--- src/rtl/dif_pair_feed.sv ---
// Input commutator for one radix-2 DIF stage: buffers the first half of each
// frame and presents (x[k], x[k+HALF]) to the butterfly during the second half.
module dif_pair_feed #(
  parameter int W            = 10,
  parameter int STAGE        = 0,
  parameter int TOTAL_STAGES = 8
) (
  input  logic         clk,
  input  logic         i_rst_n,
  input  logic         i_init,
  input  logic         i_vld,
  input  logic [W-1:0] i_I,
  input  logic [W-1:0] i_Q,
  output logic         o_vld,
  output logic [W-1:0] o_LI,
  output logic [W-1:0] o_LQ,
  output logic [W-1:0] o_RI,
  output logic [W-1:0] o_RQ,
  output logic         o_first
);

  localparam int CW = TOTAL_STAGES - STAGE;      // log2(STAGE_FFT_LEN)
  localparam int AW = (CW > 1) ? CW - 1 : 1;

  logic [CW-1:0]  cnt;
  logic [AW-1:0]  addr;
  logic           init_r;
  logic           flush;
  logic           acc;
  logic           pair_phase;
  logic [2*W-1:0] mem [2**AW];
  logic [2*W-1:0] rd_data;
  logic [2*W-1:0] live;
  logic           rd_vld;
  logic           rd_first;

  generate
    if (CW > 1) begin : g_addr
      assign addr = cnt[CW-2:0];
    end else begin : g_addr_const
      assign addr = '0;
    end
  endgenerate

  // A sample arriving while i_init is high, or one cycle after, is dropped.
  assign flush      = i_init | init_r;
  assign acc        = i_vld & ~flush;
  assign pair_phase = cnt[CW-1];

  // NOTE: all sequential state uses non-blocking assignments so every register
  // samples pre-edge values, independent of block ordering.
  always_ff @(posedge clk or negedge i_rst_n) begin
    if (!i_rst_n) begin
      init_r   <= 1'b0;
      cnt      <= '0;
      rd_vld   <= 1'b0;
      rd_first <= 1'b0;
      o_vld    <= 1'b0;
      o_first  <= 1'b0;
    end else begin
      init_r <= i_init;
      if (flush) begin
        cnt      <= '0;
        rd_vld   <= 1'b0;
        rd_first <= 1'b0;
        o_vld    <= 1'b0;
        o_first  <= 1'b0;
      end else begin
        if (i_vld) cnt <= cnt + 1'b1;
        rd_vld   <= i_vld & pair_phase;
        rd_first <= i_vld & pair_phase & (addr == '0);
        o_vld    <= rd_vld;
        o_first  <= rd_first;
      end
    end
  end

  // NOTE: the sample buffer has no reset; FILL always rewrites an entry before
  // PAIR reads it, so its power-up contents are never observed.
  always_ff @(posedge clk) begin
    if (acc && !pair_phase) mem[addr] <= {i_I, i_Q};
  end

  // Buffer read and live-sample delay share one stage so both halves line up.
  always_ff @(posedge clk or negedge i_rst_n) begin
    if (!i_rst_n) begin
      rd_data <= '0;
      live    <= '0;
      o_LI    <= '0;
      o_LQ    <= '0;
      o_RI    <= '0;
      o_RQ    <= '0;
    end else begin
      if (acc && pair_phase) begin
        rd_data <= mem[addr];
        live    <= {i_I, i_Q};
      end
      if (rd_vld && !flush) begin
        {o_LI, o_LQ} <= rd_data;
        {o_RI, o_RQ} <= live;
      end
    end
  end

endmodule
--- config.mk ---
export PLATFORM = sky130hd
export DESIGN_NAME = dif_pair_feed
export DESIGN_NICKNAME = d
export VERILOG_FILES = /design/src/rtl/dif_pair_feed.sv
export SDC_FILE = /design/constraint.sdc
export NUM_CORES = 2
export LEC_CHECK = 0
export BUFFER_PORTS_ARGS = -buffer_cell sky130_fd_sc_hd__clkbuf_2
export CORE_UTILIZATION = 45
export DETAILED_ROUTE_END_ITERATION = 10
export PLACE_DENSITY = 0.7
export SLEW_MARGIN = 20
export SYNTH_ARGS = -nofsm -noshare
export SYNTH_HDL_FRONTEND = slang
export SYNTH_SLANG_ARGS = --single-unit
--- constraint.sdc ---
create_clock -name clk -period 3.1 [get_ports clk]
set_input_delay 0.31 -clock clk [delete_from_list [all_inputs] [get_ports clk]]
set_output_delay 0.31 -clock clk [all_outputs]
set_load 0.005 [all_outputs]
# == Word level (Yosys, flattened, before mapping) ==
# Memories as Yosys holds them, arrays and structs flattened. A register that Yosys moved wholly into a read port is not among the register bits.
# Index checks and enable logic that the tools add are counted.
# word_totals
input_bits,24
mem_bits_rw,2560
elab_cells,34
romBits,0
mem_count,1
latch_bits,0
out_inout_bits,42
regBits,73
# memory_table
name,depth,word_bits,read_ports,rd_ports_with_merged_regs,wr,line,rtl
mem,128,20,1,1,1,31,logic [2*W-1:0] mem [2**AW];
# op_classes
n_div,0
reduce_logical,8
n_mul,0
shifts,0
n_addsub,1
bitwise,5
n_eq_ne,0
magnitude_cmp,0
mux,8
# ops
cell,n
8-bit 2-to-1 mux,2
"8-bit by 1-bit adder with 8-bit output, second input constant",1
7-bit zero test,1
1-bit 2-to-1 mux,6
1-bit bitwise AND,3
1-bit logical AND,3
1-bit zero test,3
2-bit nonzero test,1
1-bit NOT,1
1-bit bitwise OR,1

# == Depth between registers and ports, before layout ==
# depth
word_depth,6
mapped_depth,12
depth_no_buf,7

# == Worst setup path after synthesis ==
# No wires, ideal clock.
# synth_path
kind,register -> register
from,register cnt[0]
to,"memory mem[104][0] (netlist bit), enable pin"
n_path_buf,6
setup_slack_ps,-100
arrival_time_ps,2803
setup_ps,397
path_stages_with_launch,10
cell_sequence,dfrtp_1 buf_4 buf_6 buf_4 buf_2 buf_2 nor3_1 nand2_1 buf_2 nor2_1
# synth_rtl
element,line,rtl
from (decl),25,logic [CW-1:0] cnt;
from (signal assigned),69,if (i_vld) cnt <= cnt + 1'b1;
to (decl),31,
# Straight into the memory's write port.

==> impl_metrics.csv <==
group,metric,value,unit
status,outcome,"finished, violations left",
status,violations,"setup timing",
sta,fin_ws,-30.60,ps
synthesis,synthDistinctLibCells,57,
route,antenna_left,0,
min_path,hp-class,"primary input to register",
route,wire_per_inst,29.33,um
global_route,track_usage,0.2465,
sta,finalCritPeriodShare,1.010,
cts,htree_levels,4,
power,p_int,0.05649,W
synthesis,synth.avg_cell_area,16.91,um^2
power,netSwitchingFraction,0.2096,
layout,drive_gt1_frac,0.1920,
power,power.total,0.07147,W
cts,clkTransAtPathRegs,70,ps
placed_design,io_buffer_count,65,
worst_setup_path,path_max_fanout,35,
synthesis,synth_ff_type,"edfxtp_1",
global_route,grt_max_degree,130,
route,route.vias.total,60670,
job,drv_cap,0,
power,power_frac_comb,0.034,
power,p_sw,0.01498,W
global_route,antenna_found_initial,16,
sta,relSlewSlack,0.2820,
sta,worstMarginPinSlew,1077,ps
floorplanning,die_area,0.2309,mm^2
worst_setup_path,critPathMaxStageDelay,530,ps
worst_setup_path,cp.arrival,3930,ps
sta,finClkSkew,71.22,ps
placed_design,dpl_cell_area,0.1125,mm^2
layout,final_cell_area,0.1208,mm^2
route,post-route-drc-count,0,
global_route,overflow,0,
worst_setup_path,crit_type,"register to register",
floorplanning,start_util,0.4529,
cts,insertion_delay,920,ps
cts,cts_tree,"done",
floorplanning,ios,66,
cts,clk_path_buf_depth,3,
placed_design,post-dp-hpwl,176700,um
cts,numClockSinks,2653,
placed_design,gp_congestion,0.9199,
synthesis,ys_warn_count,0,
synthesis,async_flop_share,0.03505,
floorplanning,core,0.2275,mm^2
sta,fin_crit,3131,ps
worst_setup_path,crit_chain,"buf_12 > inv_6 > nand2_2 > buf_12 > o221ai_1 > o21ai_1 > nand4_1 > a221o_1 > o32a_1",
route,drt-initial-drc-count,8628,
sta,slew_violations,0,
layout,syn2layout_area_growth,17.28,%
floorplanning,die_h,480.5,um
layout,nets,6651,
synthesis,postSynthRegisterBits,2653,
power,ir_drop,503.0,uV
sta,hold_viol,0,
sta,setup_viol,2,
synthesis,synthCells,6095,
worst_setup_path,worstPathRequired,3900,ps
power,leakage,37.59,nW
route,dr.pass1.iters,7,
power,seqPwrFrac,0.550,
worst_setup_path,crit_path_end_kind,"register",
floorplanning,placementRows,175,
layout,final_common_cell,"edfxtp_1",
route,vias_per_cell,6.160,
cts,cts_root_buffer,"clkbuf_16",
layout,final_cell_mix,"2,560 x edfxtp_1, 811 x mux2i_1, 470 x buf_4",
worst_setup_path,worst_path_most_repeated_cell,"buf_12",
synthesis,syn-num-nets,6121,
power,clkPwrFrac,0.416,
synthesis,yosysSeqAreaShare,0.7686,
power,power_density,591.4,mW/mm^2
sta,max_freq,0.3194,GHz
global_route,grt_pass1_vias,59080,
synthesis,synth-edff-count,2560,
cts,cts_buffers,241,
route,wirelength,288900,um
worst_setup_path,cp-start-kind,"register",
floorplanning,die_w,480.5,um
worst_setup_path,cpMaxStageDelayCell,"dfrtp_4",
global_route,grt_first_pass_wirelength,414000,um
synthesis,syn-cell-area,0.1030,mm^2
[power by group through the flow]
stage	Sequential [W]	Combinational (W)	Clock, W
after floorplan	0.0401	0.000874	0
after CTS	0.0393	0.00236	0.0300
after detailed placement	0.0401	0.00233	0
final	0.0393	0.00241	0.0298
after global routing	0.0393	0.00249	0.0313
after global placement	0.0401	0.00227	0
[synth_stat cells, types with 101 or more instances]
cell type / number / share of area
edfxtp_1: 2560 / 0.75
mux2i_1: 811 / 0.079
a21oi_1: 301 / 0.015
o21ai_0: 283 / 0.014
o22ai_1: 235 / 0.014
nand2_1: 198 / 0.0072
buf_2: 190 / 0.0092
nor2_1: 170 / 0.0062
a22oi_1: 169 / 0.012
nand3_1: 146 / 0.0071
clkbuf_1: 138 / 0.0050
a211oi_1: 125 / 0.0091
o221ai_1: 101 / 0.0086
[path summary, 6_finish.rpt]
check                           cells after the start          end  slack [ps]  startpoint
worst max-delay path                                9  rd_data[12]         -30      cnt[1]
worst min-delay path                                1   mem[26][3]          20      i_Q[3]
worst max register to register                      9  rd_data[12]         -30      cnt[1]
worst min register to register                      2     live[18]         470    live[18]
max in group asynchronous                           4      o_RQ[4]        2130     i_rst_n
min in group asynchronous                           4      o_LQ[6]         530     i_rst_n
[per-layer routing]
layer | up-vias | track usage | routed length [um]
li1 | 25650 | - | -
met2 | 3615 | 0.3799 | 132400
met4 | 16 | 0.1205 | 14840
met5 | - | 0.0004143 | 97
met1 | 30750 | 0.3329 | 109700
met3 | 639 | 0.05260 | 31800
[registers in the layout, indices dropped and copies added (netlist names), 8 cells and up]
signal   flops
mem       2560
live        20
rd_data     20
o_LI        10
o_LQ        10
o_RI        10
o_RQ        10
cnt          8
[cell type report]
class	instances	area, um^2
well taps	3009	3765
clock buffers	293	6320
multi-input cells	3001	22180
fillers	17490	106700
repair buffers	723	7711
flip-flops and latches	2653	79210
diodes	3	7.507
inverters	5	31.28
clock inverters	162	1615
[per-stage QoR]
stage	instances	setup TNS (ps)	worst slack [ps]	hold slack, ps	util
floorplan	6095	-73760	-100.0	14.41	-
global placement	9363	-574.7	-173.3	312.9	0.4945
detailed placement	9363	-703.7	-200.5	321.9	0.4945
CTS	9840	0	0.9055	26.52	0.5305
global route	9848	-12.43	-12.43	34.19	0.5312
finish	9849	-31.72	-30.60	22.81	0.5312
[timing repair]
action                                 4_1_cts  5_1_grt
endpoints found under the hold margin      611        0
resized for setup                           12       37
pin swaps                                    0        3
hold buffers                                22        0
setup buffers                                0        7
setup endpoints to repair                    8       16
[worst max-delay path, delay by kind of cell, from the launching register on]
kind	cells	cell delay, ps
AO/OA/AOI/OAI	4	1220
buffers and inverters	3	680
flip-flops	1	530
AND/OR/NAND/NOR	2	500
[kinds of logic after synthesis]
| family | share of synthesized area |
|---|---|
| compound gates | 0.09471 |
| xor+xnor | 0.0004251 |
| fa+ha+maj | 0.0002428 |
| buf+inv | 0.02121 |
| flops | 0.7686 |
| mux | 0.08723 |
| simple gates | 0.02756 |
Power figures use the tool's default switching activity.
